==> src/rtl/mu_gpio_irq.sv <==
`default_nettype none
// ============================================================================
// Module   : mu_gpio_irq
// Brief    : APB GPIO controller with atomic set/clear/toggle, input
//            synchroniser and sticky edge-detect interrupt.
// Revision : 1.0 - initial release
// ============================================================================
module mu_gpio_irq #(
    parameter int           N           = 8,
    parameter int           SYNC_STAGES = 2,
    parameter logic [N-1:0] OUT_RST     = '0,
    parameter logic [N-1:0] OE_RST      = '0
) (
    input  logic          clk,
    input  logic          rst,
    input  logic          s_apb_psel,
    input  logic          s_apb_penable,
    input  logic          s_apb_pwrite,
    input  logic [31:0]   s_apb_paddr,
    input  logic [31:0]   s_apb_pwdata,
    output logic          s_apb_pready,
    output logic [31:0]   s_apb_prdata,
    output logic [N-1:0]  gpio_out,
    output logic [N-1:0]  gpio_oe,
    input  logic [N-1:0]  gpio_in,
    output logic          irq
);

    localparam logic [3:0] c_REG_OUT  = 4'h0;
    localparam logic [3:0] c_REG_SET  = 4'h1;
    localparam logic [3:0] c_REG_CLR  = 4'h2;
    localparam logic [3:0] c_REG_TGL  = 4'h3;
    localparam logic [3:0] c_REG_OE   = 4'h4;
    localparam logic [3:0] c_REG_IN   = 4'h5;
    localparam logic [3:0] c_REG_EN   = 4'h6;
    localparam logic [3:0] c_REG_RISE = 4'h7;
    localparam logic [3:0] c_REG_FALL = 4'h8;
    localparam logic [3:0] c_REG_STAT = 4'h9;

    logic [N-1:0] r_out_q,  w_out_d;
    logic [N-1:0] r_oe_q,   w_oe_d;
    logic [N-1:0] r_en_q,   w_en_d;
    logic [N-1:0] r_rise_q, w_rise_d;
    logic [N-1:0] r_fall_q, w_fall_d;
    logic [N-1:0] r_stat_q, w_stat_d;
    logic [N-1:0] r_prev_q, w_prev_d;
    logic [N-1:0] r_sync_q [SYNC_STAGES];
    logic [N-1:0] w_sync_d [SYNC_STAGES];

    logic         w_wr;
    logic [3:0]   w_idx;
    logic [N-1:0] w_wdata;
    logic [N-1:0] w_s;
    logic [N-1:0] w_edges;
    logic [N-1:0] w_clr;
    logic [31:0]  w_rdata;
    logic         w_unused;

    assign w_wr     = s_apb_psel & s_apb_penable & s_apb_pwrite;
    assign w_idx    = s_apb_paddr[5:2];
    assign w_wdata  = s_apb_pwdata[N-1:0];
    assign w_s      = r_sync_q[SYNC_STAGES-1];
    assign w_edges  = (w_s & ~r_prev_q & r_rise_q) | (~w_s & r_prev_q & r_fall_q);
    assign w_unused = ^{s_apb_paddr[31:6], s_apb_paddr[1:0], s_apb_pwdata};

    always_comb begin
        w_out_d  = r_out_q;
        w_oe_d   = r_oe_q;
        w_en_d   = r_en_q;
        w_rise_d = r_rise_q;
        w_fall_d = r_fall_q;
        w_clr    = '0;
        if (w_wr) begin
            case (w_idx)
                c_REG_OUT:  w_out_d  = w_wdata;
                c_REG_SET:  w_out_d  = r_out_q | w_wdata;
                c_REG_CLR:  w_out_d  = r_out_q & ~w_wdata;
                c_REG_TGL:  w_out_d  = r_out_q ^ w_wdata;
                c_REG_OE:   w_oe_d   = w_wdata;
                c_REG_EN:   w_en_d   = w_wdata;
                c_REG_RISE: w_rise_d = w_wdata;
                c_REG_FALL: w_fall_d = w_wdata;
                c_REG_STAT: w_clr    = w_wdata;
                default:    ;
            endcase
        end
        // New edges are OR'd in after the clear so a coincident edge survives W1C
        w_stat_d = (r_stat_q & ~w_clr) | w_edges;
        w_prev_d = w_s;
        w_sync_d[0] = gpio_in;
        for (int i = 1; i < SYNC_STAGES; i++) begin
            w_sync_d[i] = r_sync_q[i-1];
        end
    end

    always_ff @(posedge clk) begin
        if (rst) begin
            r_out_q  <= OUT_RST;
            r_oe_q   <= OE_RST;
            r_en_q   <= '0;
            r_rise_q <= '0;
            r_fall_q <= '0;
            r_stat_q <= '0;
            r_prev_q <= '0;
            for (int i = 0; i < SYNC_STAGES; i++) begin
                r_sync_q[i] <= '0;
            end
        end else begin
            r_out_q  <= w_out_d;
            r_oe_q   <= w_oe_d;
            r_en_q   <= w_en_d;
            r_rise_q <= w_rise_d;
            r_fall_q <= w_fall_d;
            r_stat_q <= w_stat_d;
            r_prev_q <= w_prev_d;
            for (int i = 0; i < SYNC_STAGES; i++) begin
                r_sync_q[i] <= w_sync_d[i];
            end
        end
    end

    always_comb begin
        w_rdata = '0;
        if (s_apb_psel && !s_apb_pwrite && !rst) begin
            case (w_idx)
                c_REG_OUT:  w_rdata[N-1:0] = r_out_q;
                c_REG_OE:   w_rdata[N-1:0] = r_oe_q;
                c_REG_IN:   w_rdata[N-1:0] = w_s;
                c_REG_EN:   w_rdata[N-1:0] = r_en_q;
                c_REG_RISE: w_rdata[N-1:0] = r_rise_q;
                c_REG_FALL: w_rdata[N-1:0] = r_fall_q;
                c_REG_STAT: w_rdata[N-1:0] = r_stat_q;
                default:    w_rdata = '0;
            endcase
        end
    end

    assign s_apb_prdata = w_rdata;
    assign s_apb_pready = 1'b1;
    assign gpio_out     = r_out_q;
    assign gpio_oe      = r_oe_q;
    assign irq          = |(r_stat_q & r_en_q);

endmodule
`default_nettype wire

==> config.mk <==
export PLATFORM = sky130hd
export DESIGN_NAME = mu_gpio_irq
export DESIGN_NICKNAME = d
export VERILOG_FILES = /design/src/rtl/mu_gpio_irq.sv
export SDC_FILE = /design/constraint.sdc
export NUM_CORES = 1
export LEC_CHECK = 0
export ABC_AREA = 1
export BUFFER_PORTS_ARGS = -buffer_cell sky130_fd_sc_hd__buf_2
export CAP_MARGIN = 10
export CORE_MARGIN = 3
export CORE_UTILIZATION = 25
export DETAILED_ROUTE_END_ITERATION = 16
export PLACE_DENSITY = 0.54
export SYNTH_ARGS = -nofsm -noshare
export SYNTH_HDL_FRONTEND = slang
export SYNTH_SLANG_ARGS = --single-unit
==> constraint.sdc <==
create_clock -name clk -period 1.16 [get_ports clk]
set_input_delay 0.232 -clock clk [delete_from_list [all_inputs] [get_ports clk]]
set_output_delay 0.232 -clock clk [all_outputs]
set_load 0.02 [all_outputs]
# After elaboration in Yosys (flattened, before gate mapping)
# Memories as Yosys holds them, arrays and structs flattened.
# Index checks and enable logic that the tools add are counted.
word_totals:
  reg_bits: 56
  latchBits: 0
  mem_bits_rw: 16
  rom_bits: 0
  input_bits: 77
  out_inout_bits: 50
  wordCells: 58
  memories: 1
memory_table:
  columns: ["memory", "depth", "word_bits", "read_ports", "rd_ports_with_merged_regs", "write_ports", "line_no", "rtl"]
  rows:
  - ["r_sync_q", 2, 8, 2, 0, 2, "47", "logic [N-1:0] r_sync_q [SYNC_STAGES];"]
classes:
  addsub: 0
  n_mul: 0
  div_mod_pow: 0
  n_lt_le_gt_ge: 0
  n_eq_ne: 9
  shift: 0
  muxes: 10
  n_bitwise: 19
  reduce_logical: 12
ops:
  columns: ["cell", "count"]
  rows:
  - ["$and 8x8->8", 7]
  - ["$pmux 8 s7", 1]
  - ["$mux 8", 5]
  - ["$not 8->8", 4]
  - ["$pmux 8 s4", 1]
  - ["$or 8x8->8", 3]
  - ["$eq 4x3->1 const B", 4]
  - ["$reduce_and 2->1", 5]
  - ["$eq 4x2->1 const B", 2]
  - ["$eq 4x4->1 const B", 2]
  - ["$reduce_or 8->1", 1]
  - ["$xor 8x8->8", 1]
  - ["$eq 4x1->1 const B", 1]
  - ["$logic_not 4->1", 1]
  - ["$reduce_bool 4->1", 1]
  - ["$mux 1", 3]
  - ["$and 1x1->1", 2]
  - ["$logic_and 1x1->1", 2]
  - ["$logic_not 1->1", 2]
  - ["$or 1x1->1", 2]

# Longest topological paths before layout
logic_depth:
  word_depth: 6
  depth_mapped: 8
  ltp_nobuf: 8

# Worst setup path before layout
# No wires, ideal clock.
synth_path:
  path_type: "in2out"
  from: "in s_apb_paddr[3]"
  to: "out s_apb_prdata[4]"
  arrival_ns: 1.250
  required_ns: 0.928
  setup_slack_ns: -0.322
  path_stages: 6
  path_buffers: 1
  path_cell_list: "nor2_1 buf_2 nand2_1 nor2_1 nor2_1 a21oi_1"
synth_between:
  elab_chain_cells: 3
  word_cells_on_any_way: 9
  classes_between: "eq/ne (6); mux (2); reduce/logical (1)"
synth_rtl:
  columns: ["element", "line_no", "rtl"]
  rows:
  - ["from (decl)", "19", "input logic [31:0] s_apb_paddr,"]
  - ["$eq 4x4->1 (tied with other cells)", "125", "case (w_idx)"]
  - ["$pmux 8 s7 *", "125", null]
  - ["$mux 8 *", "124", "if (s_apb_psel && !s_apb_pwrite && !rst) begin"]
  - ["to (decl)", "22", "output logic [31:0] s_apb_prdata,"]
# Mark *: on every way between the ends. The rest lies on a longest branch, timed or not.

# Final worst setup path
layout_path:
  from: "reg r_stat_q[0]"
  to: "out irq"
layout_between:
  elab_chain_cells: 2
layout_rtl:
  columns: ["element", "line_no", "rtl"]
  rows:
  - ["from (decl)", "45", "logic [N-1:0] r_stat_q, w_stat_d;"]
  - ["from (signal assigned)", "114", "r_stat_q <= w_stat_d;"]
  - ["$and 8x8->8", "142", "assign irq = |(r_stat_q & r_en_q);"]
  - ["$reduce_or 8->1", "142", null]
  - ["to (decl)", "26", "output logic irq"]
# Every way passes these cells.

==> key figures <==
Global route
  • Largest net degree at the start of global routing: 48
  • Number of global-route vias before repair: 3442
  • First-pass GRT wire length: 18200 um
  • GR Util All Layers: 13.91%
  • Global route overflow: 0
  • Antenna violations before repair: 0

Setup path
  • Worst EP arrival: 1320 ps
  • CP peak stage delay: 350 ps
  • Delay-heaviest family, CP: flip-flops
  • Crit path max-delay cell type: dfxtp_1
  • Worst-path fanout max: 3
  • Worst path required time: 930 ps
  • CP startpoint kind: flop
  • Crit. End Element: primary output
  • Worst-path cell chain: a22o_1, nor2_1, nand3_2, buf_6
  • Worst setup path category: flop to primary output
  • Worst path bufs/invs: 1

Route
  • Vias: 3848
  • Average wire per standard cell: 13.37 um
  • WL final: 11870 um
  • DRC: 0
  • Number of vias per cell: 4.333
  • Drt first pass iters: 4
  • Final ANT Viol Nets: 0
  • Initial DRC Count: 256

Placed design
  • DP Cell Count: 857
  • RD Place Congestion: 0.8038
  • PortBufs: 49
  • Hpwl dp: 8452 um

Cells and area
  • Area growth syn-to-layout: 50.03%
  • Nets: 766
  • Antenna Cells: 0
  • Core Util, Final: 38.43%
  • Layout cells sized above 1: 40.03%
  • Non-filler cells in the finished layout: 888

Yosys
  • EDFF count, synth: 0
  • Post-Syn Area: 0.003909 sq mm
  • Synth Flop Type: dfxtp_1
  • Flops & latches, synth: 72
  • Seq/Total Area, Yosys: 36.88%
  • Cell count after synthesis: 551
  • Async SR Flop Fraction: 0%
  • Warnings from Yosys: 0
  • Syn avg cell area: 7.094 sq um
  • Yosys cell types: 27

Floorplanning
  • FP Rows: 45
  • CORE AREA: 0.01526 sq mm
  • I/O Pins: 127
  • Die area: 0.01717 sq mm
  • Die height: 131.0 um
  • Die X: 131.0 um
  • Initial core utilization: 25.62%

Power and ir drop
  • Worst vdd ir: 0.6601 mV
  • Final Total Pwr: 0.006100 W
  • LEAKAGE: 2.453 nW
  • PwrDens: 1040 mW/mm^2

Timing
  • Crit share post-route: 133.8%
  • Clock Skews: 6.393 ps
  • Final hold vios: 0
  • Tmin final: 1552 ps
  • Pins Over Slew Limit: 0
  • Setup slack after layout: -391.6 ps
  • Setup Total Neg Slack: -3059 ps
  • Final setup vio count: 9
  • Fmax achieved: 0.6445 GHz
  • RSZ-0062 raised after global routing: true

Clock tree
  • CTS H-tree depth: 3
  • Clk Latency, worst-skew pair: 340 ps
  • CTS buffer count: 9
  • CTS tree: yes
  • Clock sink total: 72
  • Root Buffer: clkbuf_16
  • Clock Pin Slew Worst Setup and Hold Paths: 60 ps
  • Clk buf depth: 2
  • # hold bufs at CTS: 0

Flow run
  • Number of max-cap violations: 0

Status
  • Status: finished with violations
  • Failing checks: negative setup slack

Hold path
  • HP Class: input port to flop
where the power goes:
group | internal (W) | switching [W] | total [W] | leakage [nW]
registers | 0.00252 | 0.0000246 | 0.00255 | 0.595
clock network | 0.00171 | 0.00106 | 0.00277 | 0.139
logic | 0.000302 | 0.000479 | 0.000781 | 1.72
total | 0.00453 | 0.00157 | 0.00610 | 2.45
worst min-delay path: cells and delay by family:
family,cells,cell delay (ps)
buffers and inverters,2,100
and+or+nand+nor,1,60
cell type report:
type,count,area [sq um]
Clock inverter,3,42.54
Fill cell,1623,9394
Timing Repair Buffer,128,1156
Sequential cell,72,1466
Multi-Input combinational cell,390,2401
Tap cell,211,264.0
Inverter,72,287.8
Clock buffer,12,246.5
sequential cells by signal, indices dropped and copies added (netlist names):
signal and cells:
r_rise_q 8, r_sync_q 16, r_prev_q 8, r_fall_q 8
gpio_oe 8, r_en_q 8, r_stat_q 8, gpio_out 8
cells in the final DEF (no fill, tap or decap), types with 23 or more instances in the layout:
cell,synthesis,routed
buf_6,1,44
nor2_1,91,82
conb_1,2,25
buf_4,25,52
nand2_1,109,96
inv_1,69,55
buf_2,7,24
a21oi_2,0,23
nand3_1,43,32
dfxtp_1,72,52
stage by stage:
stage / area, sq um / hold WS, ps / worst slack [ps]
after detailed placement: 4820 / 392.8 / -501.6
after CTS: 5418 / 83.03 / -382.6
after global routing: 5864 / 97.93 / -433.1
final: 5864 / 90.40 / -391.6
after global placement: 4820 / 392.4 / -484.4
after floorplan: 4051 / 339.0 / -146.8
cells by family after synthesis:
logic type               synth area share, %
buffers and inverters                  13.76
adder cells (fa/ha/maj)                5.122
other                                 0.1921
AO/OA/AOI/OAI                          13.64
AND/OR/NAND/NOR                        30.41
flip-flops                             36.88
cells in the mapped netlist, types with 7 or more instances:
cell type  instances  share of area (%)
nor2_1            91                8.7
ha_1              16                5.1
nand3_1           43                5.5
clkbuf_1           9               0.86
buf_4             25                4.8
inv_1             69                6.6
o31a_1             7                1.6
nand2_1          109                 10
a211oi_2           8                2.6
a211oi_1          14                2.7
a21oi_1           44                5.6
dfxtp_1           72                 37
buf_2              7               0.90
final timing paths:
path | cells past startpoint | slack (ps) | from | to
worst min register to register | 2 | 400 | r_sync_q[0][4] | r_sync_q[0][12]
worst max register to register | 7 | 10 | gpio_out[3] | gpio_out[3]
worst max-delay path | 4 | -390 | r_stat_q[0] | irq
worst min-delay path | 3 | 90 | gpio_in[0] | r_sync_q[0][0]
what timing repair did:
item / CTS / global route
resized for setup: 83 / 100
gates cloned: 3 / 0
buffers inserted: 9 / 12
pin swaps: 25 / 47
endpoints found under the setup margin: 28 / 39
per-layer routing:
layer	vias up	part of all wire [%]	track usage (%)
met2	97	47	22.40
met1	1779	46	18.33
met4	0	1.4	3.751
li1	1959	-	-
met3	13	5.6	3.862
met5	-	0	0
Power figures use the tool's default switching activity.
